**config.mk**
```make
export PLATFORM = sky130hd
export DESIGN_NAME = ds_scoreboard_flat
export DESIGN_NICKNAME = d
export VERILOG_FILES = /design/src/rtl/ds_scoreboard_pkg.sv /design/src/rtl/ds_scoreboard_if.sv /design/src/rtl/ds_scoreboard_sb_counter.sv /design/src/rtl/ds_scoreboard.sv /design/src/flat_wrapper.sv
export SDC_FILE = /design/constraint.sdc
export NUM_CORES = 1
export LEC_CHECK = 0
export CORE_ASPECT_RATIO = 1.25
export CORE_UTILIZATION = 57
export CTS_CLUSTER_SIZE = 16
export DETAILED_ROUTE_END_ITERATION = 8
export PLACE_DENSITY = 0.8
export SYNTH_ARGS = -nofsm -noshare
export SYNTH_HDL_FRONTEND = slang
export SYNTH_HIERARCHICAL = 1
export SYNTH_SLANG_ARGS = --single-unit
```
**constraint.sdc**
```tcl
create_clock -name clk -period 6.7 [get_ports clk]
set_clock_uncertainty 0.1 [all_clocks]
set_input_delay 1.34 -clock clk [delete_from_list [all_inputs] [get_ports clk]]
set_output_delay 1.34 -clock clk [all_outputs]
set_load 0.01 [all_outputs]
```
**src/rtl/ds_scoreboard_pkg.sv**
```systemverilog
// ds_scoreboard shared definitions.
// Sizes and packed-bus field slicing for the decode scoreboard.

`ifndef DS_SCOREBOARD_PKG_SV
`define DS_SCOREBOARD_PKG_SV

// Field w bits wide at slot i of a packed bus.
`define SB_FIELD(bus, i, w) bus[(i)*(w) +: (w)]

package ds_scoreboard_pkg;

    localparam int SB_NREG  = 32;
    localparam int SB_AW    = 5;
    localparam int SB_NSRC  = 2;
    localparam int SB_NWB   = 1;
    localparam int SB_CNT_W = 2;
    localparam int SB_DEC_W = $clog2(SB_NWB + 1);

endpackage

`endif

```
**src/rtl/ds_scoreboard_if.sv**
```systemverilog
// ds_scoreboard decode/retire signal bundle.
// master drives the pipeline side, slave is the scoreboard.

interface ds_scoreboard_if
    import ds_scoreboard_pkg::*;
#(
    parameter int AW   = SB_AW,
    parameter int NSRC = SB_NSRC,
    parameter int NWB  = SB_NWB
);

    logic                iss_valid;
    logic                iss_ready;
    logic                iss_we;
    logic [AW-1:0]       iss_dest;
    logic [NSRC*AW-1:0]  iss_src;
    logic [NSRC-1:0]     fwd_avail;
    logic [NSRC-1:0]     src_pending;
    logic [NWB-1:0]      wb_valid;
    logic [NWB*AW-1:0]   wb_dest;
    logic                flush;
    logic                sb_busy;
    logic                sb_err;

    modport master (
        output iss_valid, iss_we, iss_dest, iss_src, fwd_avail,
        output wb_valid, wb_dest, flush,
        input  iss_ready, src_pending, sb_busy, sb_err
    );

    modport slave (
        input  iss_valid, iss_we, iss_dest, iss_src, fwd_avail,
        input  wb_valid, wb_dest, flush,
        output iss_ready, src_pending, sb_busy, sb_err
    );

endinterface

```
**src/rtl/ds_scoreboard_sb_counter.sv**
```systemverilog
// ds_scoreboard per-register in-flight writer counter.
// Underflow clamps to zero and is reported, never wraps.

module sb_counter
    import ds_scoreboard_pkg::*;
#(
    parameter int CNT_W = SB_CNT_W,
    parameter int DEC_W = SB_DEC_W
) (
    input  logic             clk,
    input  logic             resetn,
    input  logic             inc,
    input  logic [DEC_W-1:0] dec,
    input  logic             flush,
    output logic [CNT_W-1:0] cnt,
    output logic             nz,
    output logic             full,
    output logic             uflow
);

    localparam int W = (CNT_W + 1 > DEC_W) ? CNT_W + 1 : DEC_W;

    logic [W-1:0]     sum;
    logic [W-1:0]     dec_w;
    logic [CNT_W-1:0] cnt_d;

    // Next count: flush wins, then clamp on underflow.
    always_comb begin
        sum   = W'(cnt) + W'(inc);
        dec_w = W'(dec);
        uflow = 1'b0;
        cnt_d = CNT_W'(sum - dec_w);
        if (flush) begin
            cnt_d = '0;
        end else if (sum < dec_w) begin
            cnt_d = '0;
            uflow = 1'b1;
        end
    end

    // Counter register.
    always_ff @(posedge clk or negedge resetn) begin
        if (!resetn) begin
            cnt <= '0;
        end else begin
            cnt <= cnt_d;
        end
    end

    assign nz   = |cnt;
    assign full = &cnt;

endmodule

```
**src/rtl/ds_scoreboard.sv**
```systemverilog
// ds_scoreboard decode-stage register scoreboard.
// Counts in-flight writers per register; stalls issue on hazards.

module ds_scoreboard
    import ds_scoreboard_pkg::*;
#(
    parameter int NREG  = SB_NREG,
    parameter int AW    = SB_AW,
    parameter int NSRC  = SB_NSRC,
    parameter int NWB   = SB_NWB,
    parameter int CNT_W = SB_CNT_W
) (
    input  logic           clk,
    input  logic           resetn,
    ds_scoreboard_if.slave sb
);

    localparam int DEC_W = $clog2(NWB + 1);

    logic [CNT_W-1:0] cnt [NREG];
    logic [NREG-1:0]  nz;
    logic [NREG-1:0]  full;
    logic [NREG-1:0]  uflow;
    logic [NSRC-1:0]  src_pend;
    logic [AW-1:0]    s;
    logic             src_stall;
    logic             dest_full;
    logic             ready;
    logic             fire;
    logic             err;

    // Register 0 is hardwired and never tracked.
    assign cnt[0]   = '0;
    assign nz[0]    = 1'b0;
    assign full[0]  = 1'b0;
    assign uflow[0] = 1'b0;

    // Source hazard lookup against registered counts.
    always_comb begin
        src_pend = '0;
        s        = '0;
        for (int i = 0; i < NSRC; i++) begin
            s           = `SB_FIELD(sb.iss_src, i, AW);
            src_pend[i] = (s != '0) && (cnt[s] != '0);
        end
    end

    assign src_stall = |(src_pend & ~sb.fwd_avail);
    assign dest_full = sb.iss_we && (sb.iss_dest != '0)
                       && full[sb.iss_dest];
    assign ready     = !sb.flush && !src_stall && !dest_full;
    assign fire      = sb.iss_valid && ready && sb.iss_we
                       && (sb.iss_dest != '0);

    for (genvar r = 1; r < NREG; r++) begin : g_reg
        logic [DEC_W-1:0] dec;
        logic             inc;

        assign inc = fire && (sb.iss_dest == AW'(r));

        // Count retire ports writing this register.
        always_comb begin
            dec = '0;
            for (int k = 0; k < NWB; k++) begin
                if (sb.wb_valid[k] &&
                    `SB_FIELD(sb.wb_dest, k, AW) == AW'(r)) begin
                    dec = dec + DEC_W'(1);
                end
            end
        end

        sb_counter #(
            .CNT_W (CNT_W),
            .DEC_W (DEC_W)
        ) u_cnt (
            .clk    (clk),
            .resetn (resetn),
            .inc    (inc),
            .dec    (dec),
            .flush  (sb.flush),
            .cnt    (cnt[r]),
            .nz     (nz[r]),
            .full   (full[r]),
            .uflow  (uflow[r])
        );
    end

    // Sticky underflow flag; only reset clears it.
    always_ff @(posedge clk or negedge resetn) begin
        if (!resetn) begin
            err <= 1'b0;
        end else if (|uflow) begin
            err <= 1'b1;
        end
    end

    assign sb.iss_ready   = ready;
    assign sb.src_pending = src_pend;
    assign sb.sb_busy     = |nz;
    assign sb.sb_err      = err;

endmodule

```
**src/flat_wrapper.sv**
```systemverilog
// flat-port wrapper written by rule: the top's interface ports become plain ports
module ds_scoreboard_flat import ds_scoreboard_pkg::*;
#(
    parameter int NREG  = SB_NREG,
    parameter int AW    = SB_AW,
    parameter int NSRC  = SB_NSRC,
    parameter int NWB   = SB_NWB,
    parameter int CNT_W = SB_CNT_W
)
  (clk, resetn, sb_iss_valid, sb_iss_we, sb_iss_dest, sb_iss_src, sb_fwd_avail, sb_wb_valid, sb_wb_dest, sb_flush, sb_iss_ready, sb_src_pending, sb_sb_busy, sb_sb_err);
  ds_scoreboard_if #(.AW(AW), .NSRC(NSRC), .NWB(NWB)) sb_i ();
  input  logic clk;
  input  logic resetn;
  input wire logic [$bits(sb_i.iss_valid)-1:0] sb_iss_valid;
  input wire logic [$bits(sb_i.iss_we)-1:0] sb_iss_we;
  input wire logic [$bits(sb_i.iss_dest)-1:0] sb_iss_dest;
  input wire logic [$bits(sb_i.iss_src)-1:0] sb_iss_src;
  input wire logic [$bits(sb_i.fwd_avail)-1:0] sb_fwd_avail;
  input wire logic [$bits(sb_i.wb_valid)-1:0] sb_wb_valid;
  input wire logic [$bits(sb_i.wb_dest)-1:0] sb_wb_dest;
  input wire logic [$bits(sb_i.flush)-1:0] sb_flush;
  output wire logic [$bits(sb_i.iss_ready)-1:0] sb_iss_ready;
  output wire logic [$bits(sb_i.src_pending)-1:0] sb_src_pending;
  output wire logic [$bits(sb_i.sb_busy)-1:0] sb_sb_busy;
  output wire logic [$bits(sb_i.sb_err)-1:0] sb_sb_err;
  assign sb_i.iss_valid = sb_iss_valid;
  assign sb_i.iss_we = sb_iss_we;
  assign sb_i.iss_dest = sb_iss_dest;
  assign sb_i.iss_src = sb_iss_src;
  assign sb_i.fwd_avail = sb_fwd_avail;
  assign sb_i.wb_valid = sb_wb_valid;
  assign sb_i.wb_dest = sb_wb_dest;
  assign sb_i.flush = sb_flush;
  assign sb_iss_ready = sb_i.iss_ready;
  assign sb_src_pending = sb_i.src_pending;
  assign sb_sb_busy = sb_i.sb_busy;
  assign sb_sb_err = sb_i.sb_err;
  ds_scoreboard #(.NREG(NREG), .AW(AW), .NSRC(NSRC), .NWB(NWB), .CNT_W(CNT_W)) u_core (.clk(clk), .resetn(resetn), .sb(sb_i));
endmodule
```
# Word level (Yosys, flattened, before mapping)

Cells that the tools add are included.
Widths: inputs -> output; s select.

Logic and storage cells: 470
Bits of input ports: 28
Register bits after elaboration: 63

Reduce and logical (&&, ||, !) cells: 113
Equality and inequality tests: 62
$lt $le $gt $ge: 34
$add $sub $neg: 62
Muxes and demuxes: 163
Bitwise gates (word level): 4

Operator list:

| operator           | count |
|---|---|
| $eq 5x5->1 const B | 32 |
| $mux 2             | 66 |
| $mux 1             | 94 |
| $add 2x1->3        | 31 |
| $lt 3x1->1         | 31 |
| $eq 5x4->1 const B | 16 |
| $logic_and 1x1->1  | 71 |
| $reduce_and 2->1   | 31 |
| $reduce_or 62->1   | 1 |
| $sub 2x1->2        | 31 |
| $eq 5x3->1 const B | 8 |
| $reduce_or 31->1   | 1 |
| $bmux 2 s5         | 2 |
| $eq 5x2->1 const B | 4 |
| $reduce_bool 5->1  | 3 |
| $ge 6x6->1 const B | 2 |
| $not 5->6          | 2 |
| $eq 5x1->1 const B | 2 |
| $lt 5x6->1 const B | 1 |
| $bmux 1 s5         | 1 |
| $reduce_bool 2->1  | 2 |
| $logic_not 1->1    | 3 |
| $and 2x2->2        | 1 |
| $not 2->2          | 1 |
| $reduce_or 2->1    | 1 |

# Depth between registers and ports, before layout

Gate-level depths: netlist (run 1).

Depth after elaboration: 20
Depth in mapped cells: 18
Depth with buffers taken out: 16

# Modules after synthesis

The synthesis (run 1) kept the hierarchy.

By module, submodules not included:

| module                                  | cells an instance | seq. area each (µm²) | instances | area an instance (µm²) |
|---|---|---|---|---|
| sb_counter (u_core.g_reg[10].u_cnt ...) | 16                | 50.0                 | 30        | 146.4 |
| ds_scoreboard                           | 283               | 25.0                 | 1         | 1919.3 |
| sb_counter (u_core.g_reg[1].u_cnt)      | 16                | 50.0                 | 1         | 150.1 |

# Least setup slack after synthesis (run 1)

No wires, ideal clock.

Kind: input to register
Start point: in sb_iss_dest[1]
End point: reg u_core.err (netlist: u_core/sb.sb_err)
Path slack: 2225 ps
Arrival: 4248 ps
Cell stages on the path: 17
Cells stage by stage: clkbuf_1 mux2_2 o41ai_1 nor3_1 a21oi_1 nand2_1 nor4_4 buf_2 and4_1 ha_1 inv_1 ha_1 nand2_1 nor2_1 nor4_1 nand4_1 or2_2

Cells in the longest elaborated chain, start to end: 14

RTL lines:

| element                                                                  | RTL line                                                      | RTL |
|---|---|---|
| start, declared                                                          | flat_wrapper.sv:16                                            | `input wire logic [$bits(sb_i.iss_dest)-1:0] sb_iss_dest;` |
| $bmux 1 s5 / $reduce_bool 5->1 (equally long branches)                   | ds_scoreboard.sv:50, ds_scoreboard.sv:49, ds_scoreboard.sv:53 |  |
| $mux 1 (implied by the code) / $logic_and 1x1->1 (equally long branches) | ds_scoreboard.sv:50, ds_scoreboard.sv:49                      |  |
| $logic_and 1x1->1                                                        | ds_scoreboard.sv:50                                           | `&& full[sb.iss_dest];` |
| $logic_not 1->1                                                          | ds_scoreboard.sv:51                                           | `assign ready = !sb.flush && !src_stall && !dest_full;` |
| $logic_and 1x1->1                                                        | ds_scoreboard.sv:51                                           |  |
| $logic_and 1x1->1 (2 in a row)                                           | ds_scoreboard.sv:52                                           | `assign fire = sb.iss_valid && ready && sb.iss_we` |
| $logic_and 1x1->1                                                        | ds_scoreboard.sv:53                                           | `&& (sb.iss_dest != '0);` |
| $logic_and 1x1->1 *                                                      | ds_scoreboard.sv:59                                           | `assign inc = fire && (sb.iss_dest == AW'(r));` |
| net u_core.g_reg[17].inc                                                 | ds_scoreboard.sv:57                                           | `logic inc;` |
| $add 2x1->3 *                                                            | ds_scoreboard_sb_counter.sv:29                                | `sum = W'(cnt) + W'(inc);` |
| $lt 3x1->1 *                                                             | ds_scoreboard_sb_counter.sv:35                                | `end else if (sum < dec_w) begin` |
| $mux 1 *                                                                 | ds_scoreboard_sb_counter.sv:35                                |  |
| $mux 1 *                                                                 | ds_scoreboard_sb_counter.sv:33                                | `if (flush) begin` |
| net u_core.uflow[17]                                                     | ds_scoreboard.sv:23                                           | `logic [NREG-1:0] uflow;` |
| $reduce_or 31->1 *                                                       | ds_scoreboard.sv:92                                           | `end else if (\|uflow) begin` |
| end signal, assigned                                                     | ds_scoreboard.sv:91                                           | `err <= 1'b0;` |
| end signal, assigned                                                     | ds_scoreboard.sv:93                                           | `err <= 1'b1;` |
| end, declared                                                            | ds_scoreboard.sv:30                                           | `logic err;` |

Mark *: on every way through the listed nets, which the timed path passes. The rest lies on a longest branch. The select of a mux whose other input is x is not followed.
A chain may end at the register's enable or synchronous reset.

# Worst setup path in the final report (run 1)

Start point: in sb_iss_src[5]
End point: reg u_core.err (netlist: u_core/sb.sb_err)

Cells in the longest elaborated chain, start to end: 20

RTL lines:

| element                                   | RTL line                       | RTL |
|---|---|---|
| start, declared                           | flat_wrapper.sv:17             | `input wire logic [$bits(sb_i.iss_src)-1:0] sb_iss_src;` |
| $not 5->6 (implied by the code)           | ds_scoreboard.sv:44            | `src_pend[i] = (s != '0) && (cnt[s] != '0);` |
| $bmux 2 s5                                | ds_scoreboard.sv:44            |  |
| $mux 2 (implied by the code) (2 in a row) | ds_scoreboard.sv:44            |  |
| $reduce_bool 2->1                         | ds_scoreboard.sv:44            |  |
| $logic_and 1x1->1 *                       | ds_scoreboard.sv:44            |  |
| $and 2x2->2 *                             | ds_scoreboard.sv:48            | `assign src_stall = \|(src_pend & ~sb.fwd_avail);` |
| $reduce_or 2->1 *                         | ds_scoreboard.sv:48            |  |
| $logic_not 1->1 *                         | ds_scoreboard.sv:51            |  |
| [... 5 more ...]                          | --                             |  |
| $logic_and 1x1->1 *                       | ds_scoreboard.sv:59            |  |
| net u_core.g_reg[10].inc                  | ds_scoreboard.sv:57            |  |
| $add 2x1->3 *                             | ds_scoreboard_sb_counter.sv:29 |  |
| $lt 3x1->1 *                              | ds_scoreboard_sb_counter.sv:35 |  |
| $mux 1 *                                  | ds_scoreboard_sb_counter.sv:35 |  |
| $mux 1 *                                  | ds_scoreboard_sb_counter.sv:33 |  |
| net u_core.uflow[10]                      | ds_scoreboard.sv:23            |  |
| $reduce_or 31->1 *                        | ds_scoreboard.sv:92            |  |

Marked as above.

==> metrics.md, run 1 <==
| Metric | Value |
|---|---|
| Die area | 11,800 um^2 |
| Synthesized area | 6460 um^2 |
| Synth Instances | 779 |
| TritonCTS clock tree | yes |
| FF+latch count, synth | 63 |
| Period utilization | 90.0% |
| Top cells by area, synth | dfrtp_1, ha_1, inv_1, nor2_1, nand2b_1 |
| Post-CTS Setup Inserts | 0 |
| Tot Pwr | 1.02 mW |
| Worst-Skew Late Latency | 0.33 ns |
| Routed vias | 5,913 |
| Final setup viols | 0 |
| Initial DRC Count | 444 |
| Hold path start | u_core/sb.sb_err$_DFFE_PN0P_ |
| Vias in the first global route | 6,002 |
| Setup_tns | 0 ns |
| Placed cells | 933 |
| Fin. max-slew vios | 0 |
| Clock root buffer | clkbuf_16 |
| Antenna Nets Post-Route | 0 |
| Routed WL | 18,300 um |
| WL/cell | 19.3 um |
| Placer Congestion | 1.05 |
| Slew @ Worst Pin | 0.843 ns |
| RR Startpoint | u_core/g_reg[27].u_cnt/cnt[0]$_DFF_PN0_ |
| First-pass GRT wire length | 29,300 um |
| Initial antenna violation count | 0 |
| Required @ worst endpoint | 6.81 ns |
| EDFF count, synth | 0 |
| Most used cell, CP | ha_1 |
| Power Density | 142 nW/um^2 |
| Drt pass-1 iters | 5 |
| Share of layout cells above drive strength 1 | 10.6% |
| CTS Buf Count | 9 |
| Io pins | 33 |
| Internal reg-to-reg setup slack | 2.04 ns |
| Status | complete, no violations |
| Cts hold-fix bufs | 0 |
| Synthesized area per cell | 8.29 um^2 |
| RSZ-0062 raised after global routing | no |
| Seq/Total Area, Yosys | 24.4% |
| # fillers | 937 |
| Clk buf depth | 2 |
| Startpoint types | primary input |
| Vias per cell | 6.23 |
| Final instance area | 7210 um^2 |
| MaxCap Viol Count | 0 |
| Fin. Hold Viols | 0 |
| Die X | 97.2 um |
| Crit Path Max Fanout | 31 |
| Worst path cell trace | clkdlybuf4s50_1, nor3_1, a2111oi_0, o41ai_1, a21boi_0, o22ai_1, nor4_4, buf_4, and4_1, ha_1, inv_1, ha_1, nand2_1, nor2_1, nor4_1, nand4_1, or2_2 |
| Most numerous cell in the Yosys netlist | inv_1 |
| Htree depth | 3 |
| Share of the synthesized area in the top cell type | 24.4% |
| Final min period | 6.03 ns |
| Highest clock rate | 166 MHz |
| Post-route DRC violation count | 0 |
| Ys Warns | 6 |
| Largest net degree at the start of global routing | 72 |
| Port Buf Inserts | 32 |
| Nets | 930 |
| Syn Nets | 900 |
| Synth cell types | 50 |
| Dominant synthesized flop cell | dfrtp_1 |
| Post-synth top cells | inv_1, ha_1, nor2_1 |
| CP max-delay cell | clkdlybuf4s50_1 |
| CP peak stage delay | 0.94 ns |
| Num Clock Sinks | 63 |
| Layout Cells excl Fill | 949 |
| CTS clk-pin slew, worst paths | 0.05 ns |
| Total global-route track usage | 32.1% |
| Worst EP arrival | 6.14 ns |
| Initial Utilization | 58.3% |
| Area grow syn2layout | 11.6% |
| Max IR drop VDD | 0.100 mV |
| Core area | 11,100 um^2 |
| Detailed placement HPWL | 14,200 um |
| Max_slew headroom | 43.8% |
| Final core utilization | 65.1% |
| Worst Setup SP | sb_iss_src[5] |
| Leak pwr | 3.06 nW |
| Diode count | 0 |
| Post_cts resized | 0 |
| Total grt overflow | 0 |
| Type of the most critical hold path | flop to flop |
| Site row count | 43 |
| Critical path class | primary input to flop |
| Ys async rst share | 100% |
| Post-DP Area | 6900 um^2 |
| Die height | 121 um |
| Crit end category | flop |
| Largest area contributor in the netlist | dfrtp_1 |
## layout by cell type, fill, tap and decap left out, types with 4 or more instances in the layout
cell type        Yosys  routed
and4_1              20      20
nor2_1              89      89
or3b_1              31      31
buf_4                1       9
ha_1                93      93
and3b_1              4       4
mux2i_1              5       5
inv_1               98      98
nand4_1              4       4
nor4_1              16      16
nor2b_1              6       6
and3_1               5       5
o22ai_1              6       6
nand2_1             40      40
mux4_2              11      11
or2_2               37      37
nor3_1              28      28
clkdlybuf4s50_1      0      30
nand3_1              4       4
a21oi_1             38      38
dfrtp_1             63      63
clkbuf_16            0       9
and2_1              34      34
a22oi_1              4       4
a211oi_1            35      35
mux2_2               4       4
nand2b_1            49      49
## critical path, delay by kind of cell
kind,cells,cell delay (ns)
simple gates,8,1.71
buf+inv,3,1.21
compound gates,4,1.39
fa+ha+maj,2,0.48
## flip-flops by register name, indices dropped and copies added (netlist names)
name                cells
u_core/g.u_cnt/cnt     62
u_core/sb.sb_err        1
## worst paths after layout
kind                                                      endpoint  cells after the start
setup / recovery                      u_core/sb.sb_err$_DFFE_PN0P_                     17
min in group asynchronous  u_core/g_reg[30].u_cnt/cnt[1]$_DFF_PN0_                      2
hold reg to reg                       u_core/sb.sb_err$_DFFE_PN0P_                      3
hold / removal                        u_core/sb.sb_err$_DFFE_PN0P_                      3
setup reg to reg                      u_core/sb.sb_err$_DFFE_PN0P_                     16
max in group asynchronous   u_core/g_reg[8].u_cnt/cnt[1]$_DFF_PN0_                      2
## where the power goes
part           leakage, nW  internal [mW]  switching (mW)
clock                0.156          0.317           0.173
sequential           0.873          0.384         0.00368
combinational         2.03         0.0581          0.0870
total                 3.06          0.759           0.263
## logic make-up after synthesis
logic type	count (synthesis)	share of synthesized area (%)
buffers and inverters	120	7.32
flip-flops	63	24.4
AND/OR/NAND/NOR	378	33.9
AO/OA/AOI/OAI	105	11.1
multiplexers	20	5.31
adder cells (fa/ha/maj)	93	18.0
## routing by layer
| layer | track usage, % | part of all wire [%] | up-vias |
|---|---|---|---|
| li1 | - | - | 2801 |
| met1 | 34.9 | 39 | 2829 |
| met2 | 57.7 | 50 | 207 |
| met3 | 4.15 | 4.6 | 76 |
| met4 | 22.5 | 6.8 | 0 |
| met5 | 0 | 0 | - |
## per-stage QoR
step / worst slack (ns) / hold slack, ns
after floorplan: 2.22 / 0.515
after global placement: 0.535 / 0.500
after detailed placement: 0.446 / 0.522
after CTS: 0.793 / 0.538
after global routing: 0.502 / 0.573
final: 0.668 / 0.538
## final cells by class
type	instances	area, um^2	area share, %
inverters	98	368	5.10
repair buffers	41	378	5.24
well taps	135	169	2.34
clock inverters	3	40.0	0.555
flip-flops and latches	63	1580	21.9
clock buffers	13	270	3.75
multi-input cells	596	4410	61.2
Note: power is estimated with default switching activity, not from simulation.
==> run 2: changes to the inputs <==
CELL_PAD_IN_SITES_DETAIL_PLACEMENT = 0   (was not set)
CELL_PAD_IN_SITES_GLOBAL_PLACEMENT = 2   (was not set)
CORE_UTILIZATION = 41   (was 57)
PLACE_DENSITY = 0.91   (was 0.8)
==> run 2 against run 1 <==
  * Global-route usage down 6.3 points
  * Cell count grew 7.5%
  * Non-clock buffer count shrank 1
  * Critical path depth decreased by 9
  * Wire length up 5.9%
  * Total power decreased by 3.7%
  * Highest routed layer unchanged
  * Maximum frequency rose by 2.0%
  * Sequential share of layout area down 0.15 points
  * Count of clock-buffer cells in the layout grew 2
  * First-iteration DRC count fell by 38%
  * Sequential power about the same
==> metrics.md, run 2 (same netlist as run 1, synthesis figures left out) <==
| Metric | Value |
|---|---|
| Switching power | 0.265 mW |
| Die X | 114 um |
| Detailed placement HPWL | 15,400 um |
| Post-route DRC violation count | 0 |
| RSZ-0062 raised after global routing | no |
| Startpoint types | primary input |
| Status | complete, no violations |
| Most common cell after layout, fill and taps aside | inv_1 |
| Fin. max-slew vios | 0 |
| Initial Utilization | 42.5% |
| Vias per cell | 5.64 |
| Highest clock rate | 169 MHz |
| Final setup viols | 0 |
| Routed WL | 19,400 um |
| Antenna Nets Post-Route | 0 |
| Site row count | 50 |
| Drt pass-1 iters | 5 |
| Tot Pwr | 0.985 mW |
| Cts hold-fix bufs | 0 |
| Crit Path Max Fanout | 21 |
| Period utilization | 88.3% |
| Num Clock Sinks | 63 |
| Nets | 929 |
| Max FFs per register | 62 |
| CP max-delay cell | clkdlybuf4s50_1 |
| WL/cell | 19.0 um |
| Final min period | 5.92 ns |
| Fin Hold WS | 0.540 ns |
| Type of the most critical hold path | flop to flop |
| TritonCTS clock tree | yes |
| Largest net degree at the start of global routing | 77 |
| Slew @ Worst Pin | 0.898 ns |
| Total global-route track usage | 25.7% |
| Sw Ratio | 26.9% |
| Area grow syn2layout | 12.4% |
| Vias in the first global route | 5,840 |
| Max_slew headroom | 40.1% |
| Fin. Hold Viols | 0 |
| Post_cts resized | 0 |
| Crit end category | primary output |
| Htree depth | 3 |
| Port Buf Inserts | 32 |
| Internal | 0.721 mW |
| Io pins | 33 |
| Sequential Power Share | 39.3% |
| Clk pwr share | 46.0% |
| Share of layout cells above drive strength 1 | 10.1% |
| CTS Buf Count | 9 |
| Post-CTS Setup Inserts | 0 |
| Power Density | 136 nW/um^2 |
| Placer Congestion | 0.902 |
| Worst-Skew Late Latency | 0.35 ns |
| Most frequent cells in the layout | inv_1, ha_1, nor2_1 |
| Diode count | 0 |
| Worst EP arrival | 4.48 ns |
| Setup_tns | 0 ns |
| Critical path class | primary input to primary output |
| CTS clk-pin slew, worst paths | 0.05 ns |
| Core area | 15,200 um^2 |
| Total grt overflow | 0 |
| Buf+Inv Stages, Crit Path | 2 |
| Worst path cell trace | clkdlybuf4s50_1, nor3_1, a211oi_1, o41ai_1, a21boi_0, o22ai_1, nor3_1, clkdlybuf4s50_1 |
| Routed vias | 5,750 |
| Initial DRC Count | 274 |
| Logic pwr share | 14.7% |
| Leak pwr | 3.04 nW |
| Initial antenna violation count | 0 |
| Die height | 142 um |
| Clock root buffer | clkbuf_16 |
| First-pass GRT wire length | 31,100 um |
| Largest reg by FF count | u_core/g.u_cnt/cnt |
| CP peak stage delay | 0.78 ns |
| MaxCap Viol Count | 0 |
| Required @ worst endpoint | 5.26 ns |
| CP delay by family, top | buffers and inverters |
| Max IR drop VDD | 0.0823 mV |
| Die area | 16,300 um^2 |
| Clk buf depth | 2 |
run 2: cell types whose count changed in the layout (fill, tap and decap cells not counted):
cell | before | now
clkbuf_1 | 1 | 3
bufinv_16 | 1 | 0
clkinv_2 | 2 | 0
buf_4 | 9 | 8
run 2: final cells by class:
type,count,area [um^2]
flip-flops and latches,63,1580
repair buffers,40,370
fillers,1516,7940
clock buffers,15,278
inverters,98,368
multi-input cells,596,4410
well taps,208,260
run 2: routing by layer:
layer	global-route usage [%]	wire [um]
met1	28.7	7680
met3	3.11	633
met4	17.3	1190
met5	0	0
met2	45.7	9920
run 2: worst paths after layout:
kind                       slack (ns)  depth (start not counted)                                       to                                     from
min                              0.54                          3             u_core/sb.sb_err$_DFFE_PN0P_             u_core/sb.sb_err$_DFFE_PN0P_
max                              0.78                          8                             sb_iss_ready                            sb_iss_src[5]
max in group asynchronous        4.81                          2  u_core/g_reg[10].u_cnt/cnt[1]$_DFF_PN0_                                   resetn
max reg2reg                      2.18                         16             u_core/sb.sb_err$_DFFE_PN0P_  u_core/g_reg[27].u_cnt/cnt[0]$_DFF_PN0_
min reg2reg                      0.54                          3             u_core/sb.sb_err$_DFFE_PN0P_             u_core/sb.sb_err$_DFFE_PN0P_
min in group asynchronous        1.09                          2  u_core/g_reg[30].u_cnt/cnt[0]$_DFF_PN0_                                   resetn
run 2: power by group through the flow:
| stage | logic, mW | registers, mW | clock network (mW) |
|---|---|---|---|
| 2_1_floorplan | 0.0758 | 0.393 | 0 |
| 3_3_place_gp | 0.142 | 0.394 | 0 |
| 3_5_place_dp | 0.145 | 0.394 | 0 |
| 4_1_cts | 0.145 | 0.387 | 0.464 |
| 5_1_grt | 0.159 | 0.388 | 0.477 |
| 6_report | 0.145 | 0.387 | 0.453 |
run 2: metrics by stage:
step / area (um^2) / instances / util (%) / worst slack (ns)
6_report: 7260 / 1020 / 47.8 / 0.783
5_1_grt: 7260 / 1020 / 47.8 / 0.446
4_1_cts: 7260 / 1020 / 47.8 / 0.810
3_5_place_dp: 6990 / 1005 / 46.0 / 0.464
3_3_place_gp: 6990 / 1005 / 46.0 / 0.527
2_1_floorplan: 6460 / 779 / - / 2.22
run 2: worst register-to-register path: stages (launching register included):
cell      delay (ns)
dfrtp_1         0.41
nor2_1          0.25
a211oi_1        0.14
o41ai_1         0.40
a21boi_0        0.31
o22ai_1         0.25
nor4_4          0.31
buf_4           0.30
nor4b_2         0.29
ha_1            0.20
inv_1           0.05
ha_1            0.20
nand2_1         0.06
nor2_1          0.03
nor4_1          0.44
nand4_1         0.29
or2_2           0.35
